### config.mk
export PLATFORM = sky130hd
export DESIGN_NAME = thirty_two_three_demux_reg
export DESIGN_NICKNAME = d
export VERILOG_FILES = /design/src/rtl/thirty_two_three_demux_reg.sv
export SDC_FILE = /design/constraint.sdc
export NUM_CORES = 1
export LEC_CHECK = 0
export BUFFER_PORTS_ARGS = -buffer_cell sky130_fd_sc_hd__buf_2
export CELL_PAD_IN_SITES_DETAIL_PLACEMENT = 1
export CELL_PAD_IN_SITES_GLOBAL_PLACEMENT = 1
export CORE_ASPECT_RATIO = 1.2
export CORE_UTILIZATION = 38
export CTS_CLUSTER_DIAMETER = 50
export DETAILED_ROUTE_END_ITERATION = 8
export PLACE_DENSITY_LB_ADDON = 0.3
export SLEW_MARGIN = 20
export SYNTH_ARGS = -nofsm -noshare
export SYNTH_HDL_FRONTEND = slang
export SYNTH_SLANG_ARGS = --single-unit
### constraint.sdc
create_clock -name clk -period 2.2 [get_ports clk]
set_input_delay 0.11 -clock clk [delete_from_list [all_inputs] [get_ports clk]]
set_output_delay 0.11 -clock clk [all_outputs]
set_load 0.05 [all_outputs]
### src/rtl/thirty_two_three_demux_reg.sv
// rtl/thirty_two_three_demux_reg.sv - registered 1-to-8 valid/ready word distributor
// Optional DEMUX_STATS_EN builds saturating accept/stall counters; otherwise they read zero.
module thirty_two_three_demux_reg #(
  parameter int WIDTH = 32
) (
  input  logic               clk,
  input  logic               rst_n,
  input  logic               flush,
  input  logic               in_valid,
  output logic               in_ready,
  input  logic [WIDTH-1:0]   in_data,
  input  logic [2:0]         in_sel,
  output logic [7:0]         out_valid,
  input  logic [7:0]         out_ready,
  output logic [8*WIDTH-1:0] out_data,
  output logic [15:0]        xfer_count,
  output logic [15:0]        stall_count
);

  logic [7:0]       full_q, full_d;
  logic [WIDTH-1:0] data_q [8];
  logic [WIDTH-1:0] data_d [8];
  logic             accept;

  // A full channel still accepts when its consumer drains in the same cycle.
  assign in_ready = !flush && (!full_q[in_sel] || out_ready[in_sel]);
  assign accept   = in_valid && in_ready;

  always_comb begin
    full_d = full_q & ~out_ready;
    data_d = data_q;
    if (accept) begin
      full_d[in_sel] = 1'b1;
      data_d[in_sel] = in_data;
    end
    if (flush) begin
      full_d = 8'h00;
    end
  end

  always_ff @(posedge clk or negedge rst_n) begin
    if (!rst_n) begin
      full_q <= 8'h00;
      for (int k = 0; k < 8; k++) begin
        data_q[k] <= '0;
      end
    end else begin
      full_q <= full_d;
      data_q <= data_d;
    end
  end

  assign out_valid = full_q;

  for (genvar g = 0; g < 8; g++) begin : g_out
    assign out_data[WIDTH*g +: WIDTH] = data_q[g];
  end

`ifdef DEMUX_STATS_EN
  logic [15:0] xfer_q, xfer_d;
  logic [15:0] stall_q, stall_d;

  always_comb begin
    xfer_d  = xfer_q;
    stall_d = stall_q;
    if (accept && (xfer_q != 16'hFFFF)) begin
      xfer_d = xfer_q + 16'd1;
    end
    if (in_valid && !in_ready && (stall_q != 16'hFFFF)) begin
      stall_d = stall_q + 16'd1;
    end
  end

  // Counters survive flush; only rst_n clears them.
  always_ff @(posedge clk or negedge rst_n) begin
    if (!rst_n) begin
      xfer_q  <= 16'h0000;
      stall_q <= 16'h0000;
    end else begin
      xfer_q  <= xfer_d;
      stall_q <= stall_d;
    end
  end

  assign xfer_count  = xfer_q;
  assign stall_count = stall_q;
`else
  assign xfer_count  = 16'h0000;
  assign stall_count = 16'h0000;
`endif

endmodule

Yosys cells after proc, flatten, opt, wreduce, memory -nomap -nowiden
Index checks and enable logic that the tools add are counted.
Word-level totals
  output and inout bits: 297
  logic and storage cells: 35
  bits in registers: 264
  input bits: 47
Cells by class
  reductions and logical operators: 7
  order comparisons: 4
  bitwise gates (word level): 4
  muxes and demuxes: 11
Operators with widths (count)
  $bwmux 256: 1
  $demux 32 s3: 1
  $mux 32: 1
  $mux 8: 2
  $and 8x8->8: 1
  $not 8->8: 1
  $or 8x8->8: 1
  $bmux 1 s3: 2
  $ge 4x4->1 const B: 1
  $logic_and 1x1->1: 4
  $lt 3x4->1 const B: 1
  $lt 4x1->1 const B: 1
  $not 3->4: 1
  $demux 1 s3: 1
  $ge 3x1->1 const B: 1
  $mux 1: 3
  $logic_not 1->1: 2
  $logic_or 1x1->1: 1

Longest topological paths before layout
Gate-level depths: netlist of the first run.
  depth in word-level cells: 8
  gate-level depth with buffers: 8
  depth with buffers taken out: 5

Least setup slack after synthesis of the first run
OpenSTA, ideal clock, no wires.
  path kind: reg-to-reg
  start point: reg full_q[4], in the netlist out_valid[4]
  end point: reg data_q (netlist bit out_data[10])
  library setup time: 0.125 ns
  arrival time: 2.333 ns
  period minus slack after synthesis: 2.458 ns
  stages on the path, launching flop included: 7
  buffers on the path: 1
  setup slack: -0.258 ns
  cells stage by stage: dfrtp_1 mux2i_1 or3_4 a311oi_4 nor3_4 buf_6 mux2_4
On the way
  longest elaborated chain between the ends: 6
Ends and longest elaborated chain
  from (decl): line 20  | logic [7:0] full_q, full_d;
  from (signal assigned): line 48  | full_q <= full_d;
  $bmux 1 s3: line 26  | assign in_ready = !flush && (!full_q[in_sel] || out_ready[in_sel]);
  $mux 1 (implied by the code): line 26
  $logic_not 1->1: line 26
  $logic_or 1x1->1: line 26
  $logic_and 1x1->1: line 26
  $logic_and 1x1->1: line 27  | assign accept = in_valid && in_ready;
  to (signal assigned): line 49  | data_q <= data_d;
  to (decl): line 21  | logic [WIDTH-1:0] data_q [8];
Every way passes these cells. The select of a mux whose other input is x is not followed.
A chain may end at the register's enable or synchronous reset.

Worst setup path after layout of the first run
  start point: reg full_q[4], in the netlist out_valid[4]
  end point: reg data_q (netlist bit out_data[180])
The elaborated chain is that of the path after synthesis.

==> results.json, run 1 <==
{
  "min_period_ns": 2.12,
  "dpl_cell_area_sq_mm": 0.0131,
  "cp.arrival_ns": 2.55,
  "hp-start": "in_data[0]",
  "n_fill_cell": 2851,
  "finalClockSkew_ns": 0.0150,
  "postLayoutCoreUtil": 0.520,
  "cts.sinks": 264,
  "dp_hpwl_mm": 20.4,
  "endpoint_kind": "register",
  "p_leak_uw": 0.00721,
  "grt_max_degree": 60,
  "die_area_sq_mm": 0.0295,
  "regToRegSetupSlack_ns": 0.08,
  "synthesis.area_sq_mm": 0.0110,
  "die_h_um": 188,
  "max_freq_ghz": 0.471,
  "ant_nets": 0,
  "firstDrtPassIters": 4,
  "vias": 6783,
  "synthFlopType": "dfrtp_1",
  "initial_core_util": 0.389,
  "ctsHtreeMaxLevel": 1,
  "powerDensity_mw_per_mm2": 1300,
  "setup_viol_count_final": 0,
  "avgSynthCellArea_sq_um": 17.3,
  "fin_hold_ws_ns": 0.0271,
  "ys_warn_count": 0,
  "relSlewSlack": 0.639,
  "root_buffer": "clkbuf_16",
  "path_clk_slew_ns": 0.07,
  "grt_pass1_vias": 7592,
  "fin_crit_sh": 0.964,
  "synth_edf_count": 0,
  "dr.first_iter.drc_count": 164,
  "wl_mm": 30.3,
  "grt.total_usage": 0.207,
  "rows": 67,
  "dp.cells": 1328,
  "die_x_um": 157,
  "cap_violations": 0,
  "cts_tree": "done",
  "pin_count": 344,
  "worstMarginPinSlew_ns": 0.541,
  "grt_overflow": 0,
  "clockBufferDepth": 3,
  "antenna_found_initial": 0,
  "final_cells": 1427,
  "avgRoutedWirePerCell_um": 21.2,
  "finalInstanceArea_sq_mm": 0.0146,
  "core_sq_mm": 0.0282,
  "path_class": "register to register",
  "worstRegToRegCells": 8,
  "vias_per_cell": 4.75,
  "hp-class": "input port to register",
  "synth_seq_cells": 264,
  "drv_slew": 0,
  "yosys.cell_types.count": 32,
  "hold_path_end": "out_data[32]$_DFFE_PN0P_",
  "cp_max_fo": 10,
  "rr_startpoint": "out_valid[4]$_DFF_PN0_",
  "area_delta_synth_final_pct": 33.5,
  "insertion_delay_ns": 0.55,
  "finalSetupTns_ns": 0,
  "startpoint_type": "register",
  "globalplace.congestion": 0.757,
  "portBuffers": 311,
  "postSynth.asyncResetShare": 1.00,
  "grt_first_pass_wirelength_mm": 46.5,
  "ys_seq_area_frac": 0.602,
  "drive_gt1_frac": 0.618,
  "r2r-end": "out_data[180]$_DFFE_PN0P_",
  "syn_inst": 634,
  "final_nets": 1073,
  "final_hold_viol_count": 0,
  "cp.required_ns": 2.63,
  "cts_made_buffers": 30,
  "drcViolationCount": 0,
  "status": "finished, final reports clean",
  "vdd_drop_max_uv": 795,
  "whs_path_depth": 2,
  "rsz0062_at_grt": "no",
  "diodes": 0
}
[power by group]
part,internal (uW),switching (uW),leakage [uW]
Clock,3020,2030,0.000491
Sequential,5970,621,0.00325
Combinational,2010,5310,0.00348
Total,11000,7960,0.00721
[registers in the layout, summed over array words and instances (netlist names)]
register,flops
out_data,256
out_valid,8
[through the flow]
step / power (uW) / setup slack [ns]
CTS: 19100 / 0.0150
floorplan: 12100 / -0.0737
finish: 19000 / 0.0784
global placement: 13800 / 0.0110
detailed placement: 13900 / -0.0386
global route: 19700 / 0.0124
[layout by cell type (no fill, tap or decap), types with 2 or more instances in the layout]
master         synthesis  layout
a21oi_1                2       2
buf_12                 0      18
buf_2                 10     309
buf_4                 32      18
bufinv_16              0       2
clkbuf_1               3       4
clkbuf_16              0      32
clkbuf_8               0       6
clkinv_2               0       3
clkinvlp_4             0       4
conb_1                 1      32
dfrtp_1              264     262
dfrtp_2                0       2
dlygate4sd3_1          0      42
inv_6                  0       3
mux2_1                29      29
mux2_2                82      82
mux2_4               145     145
mux2i_1                6       6
nand2_1                2       2
nand2b_1               3       3
nor2b_1                6       6
nor3_4                 5       7
nor3b_1                3       3
o21ba_2                5       5
or2_2                  3       3
[cell families after synthesis]
logic type	after synthesis	synth area share
flip-flops	264	0.602
buffers and inverters	61	0.0439
AO/OA/AOI/OAI	14	0.0114
AND/OR/NAND/NOR	32	0.0240
multiplexers	262	0.318
other	1	0.000342
[how the worst max path moves through the flow]
stage | from | end | slack (ns) | depth (start not counted)
after floorplan | out_valid[4]$_DFF_PN0_ | out_data[10]$_DFFE_PN0P_ | -0.07 | 6
after global placement | in_sel[0] | out_data[184]$_DFFE_PN0P_ | 0.01 | 7
after detailed placement | in_sel[0] | out_data[190]$_DFFE_PN0P_ | -0.04 | 7
after CTS | out_valid[7]$_DFF_PN0_ | in_ready | 0.02 | 6
after global routing | out_valid[7]$_DFF_PN0_ | out_data[191]$_DFFE_PN0P_ | 0.01 | 8
final | out_valid[4]$_DFF_PN0_ | out_data[180]$_DFFE_PN0P_ | 0.08 | 8
[synthesized netlist by cell type, types with 2 or more instances]
cell type / instances / share of area
dfrtp_1: 264 / 0.60
mux2_4: 145 / 0.20
mux2_2: 82 / 0.084
buf_4: 32 / 0.022
mux2_1: 29 / 0.030
buf_6: 16 / 0.016
buf_2: 10 / 0.0046
mux2i_1: 6 / 0.0055
nor2b_1: 6 / 0.0034
nor3_4: 5 / 0.0074
o21ba_2: 5 / 0.0046
clkbuf_1: 3 / 0.0010
nand2b_1: 3 / 0.0017
nor3b_1: 3 / 0.0021
or2_2: 3 / 0.0017
a21oi_1: 2 / 0.00091
nand2_1: 2 / 0.00068
nor3_2: 2 / 0.0018
o21ai_0: 2 / 0.00091
o22ai_1: 2 / 0.0011
[routing by layer]
metal,track usage,routed length [um]
met1,0.263,12600
met2,0.352,14900
met3,0.0504,2120
met4,0.0560,701
met5,0,0
[cell type report]
cell class / count / area [sq um] / area share
clock inverters: 13 / 148 / 0.0101
repair buffers: 390 / 2510 / 0.172
well taps: 379 / 474 / 0.0324
multi-input cells: 340 / 4020 / 0.275
flip-flops and latches: 264 / 6610 / 0.452
clock buffers: 41 / 873 / 0.0597
[worst max-delay path, stage by stage, from the launching register on]
cell and delay, ns:
dfrtp_2 0.36, mux2i_1 0.08, or3_4 0.35, a311oi_4 0.34
buf_12 0.18, nor3_4 0.05, buf_12 0.15, clkbuf_16 0.18
mux2_4 0.31
[repair_timing]
action,4_1_cts,5_1_grt
pin swaps,1,1
gates resized for setup,1,3
endpoints found under the setup margin,6,108
hold buffers,42,0
setup buffers,1,1
gates cloned,0,1
endpoints found under the hold margin,494,0
(Power assumes the default switching activity.)
==> inputs of run 2 (changes only) <==
CORE_UTILIZATION = 42   (was 38)
clock period = 2.4 ns   (was 2.2 ns; I/O delays follow)
==> run 2 against run 1 <==
Power shrank 8.8%. Worst setup slack gained 0.12 ns. Clock skew grew 0.0046 ns. Worst hold slack lost 0.0056 ns. Count of clock-buffer cells in the layout shrank 6. Global-route usage grew 2.3 points. Register-to-register slack gained 0.18 ns. Non-clock buffer count shrank 9. Die area shrank 9.4%. Critical path depth grew 1. Cell area shrank 1.8%. First-iteration DRC count shrank 3.0%.
==> results.json, run 2 (synthesis gave the netlist of run 1 again) <==
{
  "postLayoutCoreUtil": 0.563,
  "cts_made_buffers": 29,
  "cap_violations": 0,
  "die_h_um": 179,
  "status": "finished, final reports clean",
  "cp_max_fo": 18,
  "ff_latch_area_sq_mm": 0.00661,
  "largest_reg_flops": 256,
  "initial_core_util": 0.429,
  "final_cells": 1368,
  "regToRegSetupSlack_ns": 0.26,
  "die_x_um": 150,
  "p_leak_uw": 0.00712,
  "ctsHtreeMaxLevel": 1,
  "insertion_delay_ns": 0.54,
  "startpoint_type": "input port",
  "firstDrtPassIters": 4,
  "crit_chain": "dlygate4sd3_1, buf_2, mux2i_1, o22ai_1, nor2_1, a211o_2, buf_4, a21oi_1, dlygate4sd3_1",
  "portBuffers": 311,
  "min_period_ns": 2.21,
  "antenna_found_initial": 0,
  "dr.first_iter.drc_count": 159,
  "drive_gt1_frac": 0.614,
  "final_nets": 1063,
  "grt_overflow": 0,
  "vias_per_cell": 4.93,
  "cp.required_ns": 2.87,
  "rows": 64,
  "pin_count": 344,
  "relSlewSlack": 0.573,
  "diodes": 0,
  "hp-class": "input port to register",
  "drv_slew": 0,
  "slowest_stage": "dlygate4sd3_1",
  "dpl_cell_area_sq_mm": 0.0130,
  "worstMarginPinSlew_ns": 0.641,
  "multi_input_comb_area_sq_mm": 0.00401,
  "max_stage_delay_ns": 0.56,
  "root_buffer": "clkbuf_16",
  "vdd_drop_max_uv": 743,
  "max_freq_ghz": 0.453,
  "wl_mm": 30.5,
  "rsz0062_at_grt": "no",
  "cts.sinks": 264,
  "die_area_sq_mm": 0.0268,
  "grt_pass1_vias": 7429,
  "final_hold_viol_count": 0,
  "dp.cells": 1273,
  "grt_first_pass_wirelength_mm": 46.4,
  "clockBufferDepth": 3,
  "setup_viol_count_final": 0,
  "grt_max_degree": 77,
  "area_delta_synth_final_pct": 31.1,
  "dp_hpwl_mm": 20.1,
  "critPathMostFrequentCell": "dlygate4sd3_1",
  "avgRoutedWirePerCell_um": 22.3,
  "finalInstanceArea_sq_mm": 0.0144,
  "n_fill_cell": 2519,
  "cp.arrival_ns": 2.67,
  "finalClockSkew_ns": 0.0196,
  "finalSetupTns_ns": 0,
  "globalplace.congestion": 0.760,
  "path_class": "input port to register",
  "layout_common_cells": "buf_2, dfrtp_1, mux2_4, mux2_2, dlygate4sd3_1",
  "drcViolationCount": 0,
  "core_sq_mm": 0.0255,
  "grt.total_usage": 0.230,
  "vias": 6744,
  "fin_hold_ws_ns": 0.0215,
  "path_clk_slew_ns": 0.06,
  "layout_commonest_cell": "buf_2",
  "ant_nets": 0,
  "powerDensity_mw_per_mm2": 1200,
  "fin_crit_sh": 0.919,
  "cts_tree": "done",
  "cts_resized": 0,
  "endpoint_kind": "register"
}
-- run 2: changes by cell type in the layout (fill, tap and decap cells not counted), sizes merged --
cell / previous run / this run
bufinv: 2 / 3
inv: 3 / 4
clkbuf: 42 / 35
buf: 347 / 339
clkinv: 4 / 7
-- run 2: area by class of cell --
class                   count  share of cell area
flip-flops and latches    264               0.460
multi-input cells         340               0.279
well taps                 330              0.0287
clock buffers              35              0.0541
clock inverters            18              0.0137
repair buffers            381               0.165
-- run 2: metrics by stage --
stage	power, uW	worst slack (ns)
2_1_floorplan	11100	0.0568
3_3_place_gp	12600	0.252
3_5_place_dp	12800	0.229
4_1_cts	17400	0.221
5_1_grt	17900	0.127
6_report	17300	0.194
-- run 2: report_power, final --
| part | switching, uW | internal [uW] |
|---|---|---|
| Clock | 1860 | 2650 |
| Sequential | 581 | 5470 |
| Combinational | 4890 | 1830 |
-- run 2: critical path, delay by kind of cell --
| kind | cells | cell delay [ns] |
|---|---|---|
| buffers and inverters | 4 | 1.47 |
| AO/OA/AOI/OAI | 3 | 0.87 |
| AND/OR/NAND/NOR | 1 | 0.11 |
| multiplexers | 1 | 0.08 |
-- run 2: path summary, 6_finish.rpt --
check / startpoint / cells past startpoint / to
hold reg to reg: out_data[124]$_DFFE_PN0P_ / 1 / out_data[124]$_DFFE_PN0P_
hold / removal: out_ready[2] / 3 / out_valid[2]$_DFF_PN0_
max in group asynchronous: rst_n / 3 / out_data[131]$_DFFE_PN0P_
setup / recovery: out_ready[5] / 9 / out_valid[3]$_DFF_PN0_
setup reg to reg: out_valid[7]$_DFF_PN0_ / 8 / out_data[160]$_DFFE_PN0P_
min in group asynchronous: rst_n / 2 / out_data[190]$_DFFE_PN0P_
-- run 2: timing repair --
action                                  CTS  global route
hold buffers                             42             0
hold endpoints to repair                332             0
setup buffers                             0             0
endpoints found under the setup margin    0             0
-- run 2: layer usage --
| metal | track usage | wire [um] | vias up |
|---|---|---|---|
| li1 | - | - | 2940 |
| met4 | 0.0770 | 884 | 0 |
| met2 | 0.385 | 15200 | 244 |
| met3 | 0.0494 | 1810 | 50 |
| met1 | 0.295 | 12600 | 3510 |
| met5 | 0 | 0 | - |
==> inputs of run 3 (changes only) <==
PLACE_DENSITY_LB_ADDON = 0.15   (was 0.3)
==> run 3 against run 2 <==
Via count decreased by 0.70%. Worst hold slack got worse by 0.030 ns. Count of clock-buffer cells in the layout increased by 1. Critical path type is now register to output port. Cell area decreased by 0.56%. Critical path depth decreased by 3. Sequential cell count unchanged. Sequential share of layout area increased by 0.26 points. Highest routed layer unchanged. The flow now finishes with violations (negative hold slack). Largest power group unchanged. Core utilization decreased by 0.31 points. Combinational power decreased by 0.6%. Worst setup slack got worse by 0.10 ns. Fmax decreased by 4.5%. Die area unchanged.
==> results.json, run 3 (synthesis gave the netlist of run 1 again) <==
{
  "ant_nets": 0,
  "drcViolationCount": 0,
  "insertion_delay_ns": 0.54,
  "final_nets": 1062,
  "ctsHtreeMaxLevel": 1,
  "layout_commonest_cell": "buf_2",
  "max_freq_ghz": 0.433,
  "swShare": 0.423,
  "cp_max_fo": 3,
  "fin_crit_sh": 0.962,
  "vias_per_cell": 4.90,
  "drv_slew": 0,
  "final_hold_viol_count": 7,
  "rsz0062_at_grt": "no",
  "grt_first_pass_wirelength_mm": 45.5,
  "p_comb_frac": 0.389,
  "vias": 6697,
  "grt_max_degree": 64,
  "n_fill_cell": 2530,
  "multi_input_comb_area_sq_mm": 0.00401,
  "fin_ws_ns": 0.0909,
  "p_leak_uw": 0.00710,
  "path_class": "register to output port",
  "powerDensity_mw_per_mm2": 1200,
  "area_delta_synth_final_pct": 30.4,
  "ff_latch_area_sq_mm": 0.00661,
  "vdd_drop_max_uv": 784,
  "globalplace.congestion": 0.779,
  "cts.sinks": 264,
  "dr.first_iter.drc_count": 187,
  "hold_buffers": 40,
  "seqPwrFrac": 0.352,
  "cp.required_ns": 2.28,
  "largest_reg_flops": 256,
  "finalInstanceArea_sq_mm": 0.0143,
  "grt.total_usage": 0.226,
  "clockBufferDepth": 3,
  "p_clk_frac": 0.259,
  "cts_setup_buffers": 0,
  "fin_hold_ws_ns": -0.00820,
  "rows": 64,
  "power.switching_uw": 7260,
  "cts_resized": 0,
  "antenna_found_initial": 0,
  "root_buffer": "clkbuf_16",
  "status": "finished with violations",
  "initial_core_util": 0.429,
  "layout_common_cells": "buf_2, dfrtp_1, mux2_4, mux2_2, dlygate4sd3_1",
  "p_int_uw": 9920,
  "finalClockSkew_ns": 0.0199,
  "setup_viol_count_final": 0,
  "cts_made_buffers": 28,
  "worstMarginPinSlew_ns": 0.680,
  "cts_tree": "done",
  "min_period_ns": 2.31,
  "portBuffers": 311,
  "grt_pass1_vias": 7213,
  "core_sq_mm": 0.0255,
  "dpl_cell_area_sq_mm": 0.0129,
  "hp-class": "input port to register",
  "failed_checks": "negative hold slack",
  "endpoint_kind": "output port",
  "cp.arrival_ns": 2.19,
  "post-place-ws_ns": 0.0947,
  "dp_hpwl_mm": 20.5,
  "die_area_sq_mm": 0.0268,
  "diodes": 0,
  "relSlewSlack": 0.547,
  "path_clk_slew_ns": 0.06,
  "finalSetupTns_ns": 0,
  "wl_mm": 29.9,
  "grt_overflow": 0,
  "startpoint_type": "register",
  "drive_gt1_frac": 0.614,
  "avgRoutedWirePerCell_um": 21.9,
  "cap_violations": 0,
  "die_x_um": 150,
  "die_h_um": 179,
  "pin_count": 344,
  "firstDrtPassIters": 4
}
-- run 3: cell count changes in the layout (fill, tap and decap cells not counted) --
cell	before	now
clkbuf_1	3	4
inv_8	1	0
buf_4	14	20
inv_6	3	1
buf_12	14	10
dlygate4sd3_1	42	40
-- run 3: metal layers --
metal,vias up,track usage,share of wire
met4,0,0.0574,0.020
met3,42,0.0519,0.064
met5,-,0,0
met1,3493,0.288,0.41
met2,230,0.384,0.50
li1,2932,-,-
-- run 3: area by class of cell --
class | instances | share of cell area
well taps | 330 | 0.0289
clock inverters | 15 | 0.0117
flip-flops and latches | 264 | 0.462
repair buffers | 381 | 0.162
multi-input cells | 340 | 0.280
clock buffers | 36 | 0.0547
-- run 3: path summary, 6_finish.rpt --
path / startpoint / slack (ns) / cells past startpoint / end
worst max-delay path: out_valid[1]$_DFF_PN0_ / 0.09 / 6 / in_ready
worst min-delay path: in_data[31] / -0.008 / 2 / out_data[127]$_DFFE_PN0P_
worst max register to register: out_valid[1]$_DFF_PN0_ / 0.10 / 6 / out_data[160]$_DFFE_PN0P_
worst min register to register: out_data[110]$_DFFE_PN0P_ / 0.49 / 1 / out_data[110]$_DFFE_PN0P_
max in group asynchronous: rst_n / 1.41 / 3 / out_data[125]$_DFFE_PN0P_
min in group asynchronous: rst_n / 0.12 / 2 / out_data[110]$_DFFE_PN0P_
-- run 3: power groups by stage --
stage,combinational (uW),sequential [uW],clock [uW]
after CTS,6720,6060,4550
after detailed placement,6660,6110,0
final,6680,6050,4460
after global placement,6590,6080,0
after floorplan,1410,9650,0
after global routing,6930,6170,4710
-- run 3: worst max-delay path: stages, from the launching register on --
cell and delay [ns]:
dfrtp_1 0.39, nor3b_1 0.14, o21ai_0 0.39, nand3_1 0.13, a21o_1 0.18, a21oi_1 0.14, buf_2 0.29
-- run 3: stage by stage --
stage / utilization / cells / total power [uW]
floorplan: - / 665 / 11100
global placement: 0.507 / 1275 / 12700
detailed placement: 0.507 / 1275 / 12800
CTS: 0.560 / 1366 / 17300
global route: 0.560 / 1366 / 17800
finish: 0.560 / 1366 / 17200
